### src/rtl/pipe_ctrl_pkg.sv
// Shared definitions for the pipeline controller: pipeline-register
// command codes, the controller state enum and the source/destination
// compare used by the load-use interlock.
package pipe_pkg;

  localparam logic [1:0] UPD_HOLD  = 2'b00;
  localparam logic [1:0] UPD_ADV   = 2'b01;
  localparam logic [1:0] UPD_FLUSH = 2'b10;

  typedef enum logic [1:0] {
    RUN  = 2'b00,
    WAIT = 2'b01,
    HALT = 2'b10
  } state_e;

  // A D-stage source depends on the E-stage destination when it is read,
  // names the same register file (bit 5 vs rw bit 1) and the same index.
  function automatic logic src_hit(input logic       use_src,
                                   input logic [5:0] src,
                                   input logic [1:0] rw,
                                   input logic [4:0] rd);
    return use_src && (src[5] == rw[1]) && (src[4:0] == rd);
  endfunction

endpackage

### src/rtl/pipe_ctrl_if.sv
// Handshake bundle between the pipeline datapath and its controller.
// master: the datapath side (drives stage info, receives commands).
// slave:  the controller side.
interface pipe_ctrl_if;
  logic [5:0] d_rs;
  logic [5:0] d_rt;
  logic       d_use_rs;
  logic       d_use_rt;
  logic [1:0] de_rw;
  logic [4:0] de_rd;
  logic       de_is_load;
  logic [4:0] de_wait_time;
  logic       de_redirect;
  logic       de_stop;
  logic [1:0] fd_update;
  logic [1:0] de_update;
  logic [1:0] ew_update;
  logic       pc_en;
  logic       halted;

  modport master (
    output d_rs, d_rt, d_use_rs, d_use_rt,
    output de_rw, de_rd, de_is_load, de_wait_time, de_redirect, de_stop,
    input  fd_update, de_update, ew_update, pc_en, halted
  );

  modport slave (
    input  d_rs, d_rt, d_use_rs, d_use_rt,
    input  de_rw, de_rd, de_is_load, de_wait_time, de_redirect, de_stop,
    output fd_update, de_update, ew_update, pc_en, halted
  );
endinterface

### src/rtl/pipe_ctrl_load_use_detect.sv
// Load-use hazard detector: flags a D-stage instruction that reads the
// register an E-stage load is about to write. Purely combinational.
module load_use_detect
  import pipe_pkg::*;
(
  input  logic [5:0] d_rs,
  input  logic [5:0] d_rt,
  input  logic       d_use_rs,
  input  logic       d_use_rt,
  input  logic [1:0] de_rw,
  input  logic [4:0] de_rd,
  input  logic       de_is_load,
  output logic       hit
);

  // Hazard only when E is a load that actually writes a register.
  always_comb begin
    hit = 1'b0;
    if (de_is_load && (de_rw != 2'b00)) begin
      hit = src_hit(d_use_rs, d_rs, de_rw, de_rd) ||
            src_hit(d_use_rt, d_rt, de_rw, de_rd);
    end else begin
      hit = 1'b0;
    end
  end

endmodule

### src/rtl/pipe_ctrl.sv
// Pipeline controller: sequences multi-cycle E-stage occupancy, branch
// redirects, halt and (optionally) the load-use interlock.
// Optional feature: define PIPE_CTRL_LOADUSE_EN to build the load-use
// stall; without it those cycles advance normally.
module pipe_ctrl
  import pipe_pkg::*;
(
  input  logic        clk,
  input  logic        rstn,
  pipe_ctrl_if.slave  pif
);

  state_e     state_r;
  state_e     state_nxt_s;
  logic [4:0] cnt_r;
  logic [4:0] cnt_nxt_s;
  logic       complete_s;
  logic       load_use_s;
  logic [1:0] fd_s;
  logic [1:0] de_s;
  logic [1:0] ew_s;
  logic       pc_en_s;
  logic       halted_s;

`ifdef PIPE_CTRL_LOADUSE_EN
  load_use_detect u_load_use_detect (
    .d_rs       (pif.d_rs),
    .d_rt       (pif.d_rt),
    .d_use_rs   (pif.d_use_rs),
    .d_use_rt   (pif.d_use_rt),
    .de_rw      (pif.de_rw),
    .de_rd      (pif.de_rd),
    .de_is_load (pif.de_is_load),
    .hit        (load_use_s)
  );
`else
  logic unused_lu_inputs;
  assign load_use_s       = 1'b0;
  assign unused_lu_inputs = ^{pif.d_rs, pif.d_rt, pif.d_use_rs, pif.d_use_rt,
                              pif.de_rw, pif.de_rd, pif.de_is_load};
`endif

  // State and occupancy counter; reset abandons any WAIT/HALT at once.
  always_ff @(posedge clk or negedge rstn) begin
    if (!rstn) begin
      state_r <= RUN;
      cnt_r   <= 5'd0;
    end else begin
      state_r <= state_nxt_s;
      cnt_r   <= cnt_nxt_s;
    end
  end

  // Next state and pipeline commands; hazards act only on completing cycles.
  always_comb begin
    state_nxt_s = state_r;
    cnt_nxt_s   = cnt_r;
    complete_s  = 1'b0;
    fd_s        = UPD_HOLD;
    de_s        = UPD_HOLD;
    ew_s        = UPD_HOLD;
    pc_en_s     = 1'b0;
    halted_s    = 1'b0;

    case (state_r)
      RUN: begin
        if (pif.de_wait_time != 5'd0) begin
          // E stays occupied: keep F/D, bubble into W.
          ew_s        = UPD_FLUSH;
          state_nxt_s = WAIT;
          cnt_nxt_s   = pif.de_wait_time - 5'd1;
        end else begin
          complete_s  = 1'b1;
        end
      end
      WAIT: begin
        if (cnt_r != 5'd0) begin
          ew_s      = UPD_FLUSH;
          cnt_nxt_s = cnt_r - 5'd1;
        end else begin
          complete_s  = 1'b1;
          state_nxt_s = RUN;
        end
      end
      HALT: begin
        halted_s    = 1'b1;
        state_nxt_s = HALT;
      end
      default: begin
        state_nxt_s = RUN;
        cnt_nxt_s   = 5'd0;
      end
    endcase

    if (complete_s) begin
      if (pif.de_stop) begin
        fd_s        = UPD_FLUSH;
        de_s        = UPD_FLUSH;
        ew_s        = UPD_ADV;
        pc_en_s     = 1'b0;
        state_nxt_s = HALT;
      end else if (pif.de_redirect) begin
        fd_s    = UPD_FLUSH;
        de_s    = UPD_FLUSH;
        ew_s    = UPD_ADV;
        pc_en_s = 1'b1;
      end else if (load_use_s) begin
        // Keep the dependent instruction in D, bubble into E.
        fd_s    = UPD_HOLD;
        de_s    = UPD_FLUSH;
        ew_s    = UPD_ADV;
        pc_en_s = 1'b0;
      end else begin
        fd_s    = UPD_ADV;
        de_s    = UPD_ADV;
        ew_s    = UPD_ADV;
        pc_en_s = 1'b1;
      end
    end else begin
      pc_en_s = 1'b0;
    end

    // While reset is held every command is quiescent.
    if (!rstn) begin
      fd_s     = UPD_HOLD;
      de_s     = UPD_HOLD;
      ew_s     = UPD_HOLD;
      pc_en_s  = 1'b0;
      halted_s = 1'b0;
    end else begin
      halted_s = halted_s;
    end
  end

  assign pif.fd_update = fd_s;
  assign pif.de_update = de_s;
  assign pif.ew_update = ew_s;
  assign pif.pc_en     = pc_en_s;
  assign pif.halted    = halted_s;

endmodule
### src/flat_wrapper.sv
// flat-port wrapper written by rule: the top's interface ports become plain ports
module pipe_ctrl_flat import pipe_pkg::*;
  (clk, rstn, pif_d_rs, pif_d_rt, pif_d_use_rs, pif_d_use_rt, pif_de_rw, pif_de_rd, pif_de_is_load, pif_de_wait_time, pif_de_redirect, pif_de_stop, pif_fd_update, pif_de_update, pif_ew_update, pif_pc_en, pif_halted);
  pipe_ctrl_if pif_i ();
  input  logic clk;
  input  logic rstn;
  input wire logic [$bits(pif_i.d_rs)-1:0] pif_d_rs;
  input wire logic [$bits(pif_i.d_rt)-1:0] pif_d_rt;
  input wire logic [$bits(pif_i.d_use_rs)-1:0] pif_d_use_rs;
  input wire logic [$bits(pif_i.d_use_rt)-1:0] pif_d_use_rt;
  input wire logic [$bits(pif_i.de_rw)-1:0] pif_de_rw;
  input wire logic [$bits(pif_i.de_rd)-1:0] pif_de_rd;
  input wire logic [$bits(pif_i.de_is_load)-1:0] pif_de_is_load;
  input wire logic [$bits(pif_i.de_wait_time)-1:0] pif_de_wait_time;
  input wire logic [$bits(pif_i.de_redirect)-1:0] pif_de_redirect;
  input wire logic [$bits(pif_i.de_stop)-1:0] pif_de_stop;
  output wire logic [$bits(pif_i.fd_update)-1:0] pif_fd_update;
  output wire logic [$bits(pif_i.de_update)-1:0] pif_de_update;
  output wire logic [$bits(pif_i.ew_update)-1:0] pif_ew_update;
  output wire logic [$bits(pif_i.pc_en)-1:0] pif_pc_en;
  output wire logic [$bits(pif_i.halted)-1:0] pif_halted;
  assign pif_i.d_rs = pif_d_rs;
  assign pif_i.d_rt = pif_d_rt;
  assign pif_i.d_use_rs = pif_d_use_rs;
  assign pif_i.d_use_rt = pif_d_use_rt;
  assign pif_i.de_rw = pif_de_rw;
  assign pif_i.de_rd = pif_de_rd;
  assign pif_i.de_is_load = pif_de_is_load;
  assign pif_i.de_wait_time = pif_de_wait_time;
  assign pif_i.de_redirect = pif_de_redirect;
  assign pif_i.de_stop = pif_de_stop;
  assign pif_fd_update = pif_i.fd_update;
  assign pif_de_update = pif_i.de_update;
  assign pif_ew_update = pif_i.ew_update;
  assign pif_pc_en = pif_i.pc_en;
  assign pif_halted = pif_i.halted;
  pipe_ctrl u_core (.clk(clk), .rstn(rstn), .pif(pif_i));
endmodule
### config.mk
export PLATFORM = sky130hd
export DESIGN_NAME = pipe_ctrl_flat
export DESIGN_NICKNAME = d
export VERILOG_FILES = /design/src/rtl/pipe_ctrl_pkg.sv /design/src/rtl/pipe_ctrl_if.sv /design/src/rtl/pipe_ctrl_load_use_detect.sv /design/src/rtl/pipe_ctrl.sv /design/src/flat_wrapper.sv
export SDC_FILE = /design/constraint.sdc
export NUM_CORES = 1
export LEC_CHECK = 0
export BUFFER_PORTS_ARGS = -buffer_cell sky130_fd_sc_hd__buf_2
export CAP_MARGIN = 15
export CELL_PAD_IN_SITES_DETAIL_PLACEMENT = 1
export CELL_PAD_IN_SITES_GLOBAL_PLACEMENT = 1
export CORE_MARGIN = 1
export CORE_UTILIZATION = 28
export DETAILED_ROUTE_END_ITERATION = 8
export PLACE_DENSITY = 0.88
export SETUP_SLACK_MARGIN = 0.02
export SLEW_MARGIN = 30
export SYNTH_ARGS = -nofsm -noshare
export SYNTH_HDL_FRONTEND = slang
export SYNTH_SLANG_ARGS = --single-unit
export TNS_END_PERCENT = 1
### constraint.sdc
create_clock -name clk -period 3.45 [get_ports clk]
set_input_delay 0.5175 -clock clk [delete_from_list [all_inputs] [get_ports clk]]
set_output_delay 0.5175 -clock clk [all_outputs]
set_load 0.005 [all_outputs]
==> impl_metrics.yaml <==
finish:
  regArea_um2: 175.2
  finish.utilization: 0.3705
  areaGrowthSynthToFinish_pct: 21.38
  nFillCells: 221
  diodes: 0
  nets: 112
  multi_input_area_um2: 331.6
  drive_gt1_frac: 0.3418
power_and_ir_drop:
  power_uw: 516.3
  vdd_drop_max_v: 0.0002656
  leakagePower_nw: 0.3275
  p_per_area_nw_per_um2: 781.6
logic_synthesis:
  synth_compound_area_frac: 0.2299
  netlist_area_um2: 544.3
  ys.flop_type: "dfrtp_1"
  syn-num-nets: 94
  ys_types: 31
  synth_top_family_by_area: "simple AND/OR/NAND/NOR gates"
  synth_adder_area_share: 0.02299
  synthCells: 62
  ys_seq_area_frac: 0.3218
  ys_seq_elements: 7
  ys_top_cells_by_area: "dfrtp_1 (32%), nor2_1 (4.8%), a22o_1 (4.8%)"
  synth_top_area_cell: "dfrtp_1"
  yosys_warnings: 0
  synth_xor_area_frac: 0.03218
  synth-simple-area-share: 0.2874
  synth_top_area_frac: 0.3218
  synth_mux_area_frac: 0.03678
  async_flop_share: 1.000
  synth_edf_count: 0
  synth.avg_cell_area_um2: 8.779
critical_path:
  r2r_slack_ns: 0.99
  crit_type: "register to register"
  cp_cell_sequence: "nor2b_1 -> mux2i_1 -> ha_1 -> nor3b_1 -> xnor2_1 -> o32ai_1 -> a22o_1"
  worst-r2r-cell-count: 7
  reg2reg_from: "u_core.state_r[0]"
  r2r_end: "u_core.cnt_r[4]"
  slowest_delay_ns: 0.49
  cp_max_fo: 8
  crit_arrival_ns: 2.60
  crit_start: "u_core.state_r[0]"
  endpoint_kind: "register"
  critPathRequiredTime_ns: 3.59
  critPathLaunchType: "register"
  crit_slowest_cell: "dfrtp_1"
sta:
  finalCriticalPeriod_ns: 2.461
  fin_crit_sh: 0.7134
  tns_ns: 0
  rsz0062_at_grt: "false"
  maxSlewHeadroom: 0.6871
  fmax_mhz: 406.3
  final-hold-violation-count: 0
  setup_viol: 0
  worst_pin_slew_ns: 0.4685
  fin_skew_ns: 0.005623
  slew_violations: 0
routing:
  drt_iter0_markers: 10
  wl_per_cell_um: 13.09
  first_pass_iters: 4
  drtAntennaViolNets: 0
  drc: 0
  routed_wirelength_um: 1361
  drt-vias-per-instance: 5.231
  vias: 544
clock_network:
  clkLatencyLatePin_ns: 0.25
  path_clk_slew_ns: 0.06
  clock_path_buffers: 2
  cts-buffers-inserted: 3
  cts_setup_buffers: 0
  hold_buffers: 0
  cts.repair.resized: 0
  cts.sinks: 7
  cts_max_level: 1
  cts-root-buf: "clkbuf_4"
  tritoncts: "built"
place:
  place_congestion: 0.7836
  port_buffers: 16
  dp_hpwl_um: 1115
flow_run:
  drv_cap: 0
floorplan:
  design.die.area_um2: 2124
  pin_count: 39
  initial_core_util: 0.3053
  row_count: 15
  die_width_um: 46.09
  core-area_um2: 1783
  dieHeight_um: 46.09
grt:
  track_usage: 0.1579
  grt_max_degree: 11
  grt_remaining_overflow: 0
  grt_pass1_wl_um: 2325
  first_global_vias: 528
  antenna_found_initial: 0
run_status:
  status: "finished clean"
hold_path:
  hp-class: "input port to asynchronous set/reset pin"
-- area by class of cell --
cell class	instances	area share
inverter	4	0.02273
tap	25	0.04735
timing repair buffer	16	0.1212
sequential	7	0.2652
multi-input combinational	48	0.5019
clock inverter	1	0.007576
clock buffer	3	0.03409
-- where the power goes --
part | switching (mW) | internal (mW) | total, mW
clock network | 0.0332 | 0.0425 | 0.0756
logic | 0.130 | 0.134 | 0.264
registers | 0.0558 | 0.121 | 0.177
-- metrics by stage --
stage / std cells / hold WS [ns] / worst slack (ns) / cell area (µm²)
detailed placement: 100 / 0.3699 / 0.9963 / 633.1
floorplan: 62 / 0.2219 / 1.435 / 544.3
global placement: 100 / 0.3649 / 1.090 / 633.1
finish: 104 / 0.09538 / 0.9889 / 660.6
global route: 104 / 0.09574 / 0.7614 / 660.6
CTS: 104 / 0.09389 / 0.9679 / 660.6
-- placed cells by master, fill, tap and decap left out --
| cell type | n |
|---|---|
| buf_2 | 16 |
| nor2_1 | 7 |
| dfrtp_1 | 7 |
| nor3_1 | 4 |
| inv_1 | 4 |
| nor2b_1 | 3 |
| a22o_1 | 3 |
| clkbuf_4 | 3 |
| mux2i_1 | 2 |
| a21oi_1 | 2 |
| o21ai_0 | 2 |
| nand2_1 | 2 |
| xnor2_1 | 2 |
| o32ai_1 | 2 |
| o22ai_1 | 2 |
| nor4_2 | 1 |
| and2_4 | 1 |
| and3_2 | 1 |
| o21ai_2 | 1 |
| nor3_4 | 1 |
| and2_1 | 1 |
| and2_2 | 1 |
| nand3_1 | 1 |
| o21a_1 | 1 |
| nor3b_1 | 1 |
| nand2b_1 | 1 |
| a21o_1 | 1 |
| a211oi_1 | 1 |
| nor4_1 | 1 |
| o31ai_1 | 1 |
| a22o_2 | 1 |
| ha_1 | 1 |
| clkinv_2 | 1 |
-- critical path, delay by kind of cell, from the launching register on --
| family | cells | cell delay (ns) |
|---|---|---|
| multiplexers | 1 | 0.33 |
| XOR/XNOR | 1 | 0.15 |
| adder cells (fa/ha/maj) | 1 | 0.29 |
| AO/OA/AOI/OAI | 2 | 0.36 |
| flip-flops | 1 | 0.49 |
| AND/OR/NAND/NOR | 2 | 0.72 |
-- worst max-delay path by stage --
stage | endpoint | depth (start not counted) | slack, ns
6_report | u_core.cnt_r[4] | 7 | 0.99
2_1_floorplan | pif_fd_update[0] | 5 | 1.44
4_1_cts | u_core.cnt_r[4] | 7 | 0.97
3_3_place_gp | u_core.cnt_r[4] | 7 | 1.09
5_1_grt | u_core.cnt_r[4] | 7 | 0.76
3_5_place_dp | u_core.cnt_r[4] | 7 | 1.0
-- flip-flops by register name (all words and copies together) (netlist names) --
name / count
u_core.cnt_r: 5
u_core.state_r: 2
-- synthesized netlist by cell type, types with 3 or more instances --
library cell / instances
dfrtp_1: 7
nor2_1: 7
inv_1: 4
nor3_1: 4
a22o_1: 3
buf_4: 3
nor2b_1: 3
-- cells by family after synthesis --
kind of cell,count (synthesis)
buffers and inverters,7
AND/OR/NAND/NOR,26
multiplexers,2
flip-flops,7
XOR/XNOR,2
AO/OA/AOI/OAI,17
adder cells (fa/ha/maj),1
-- layer usage --
layer	vias to the layer above	track usage	wire length, µm
li1	258	-	-
met1	269	0.1860	612
met2	15	0.2704	677
met3	2	0.04706	59
met4	0	0.05294	11
met5	-	0	0
Note: power is estimated with default switching activity, not from simulation.
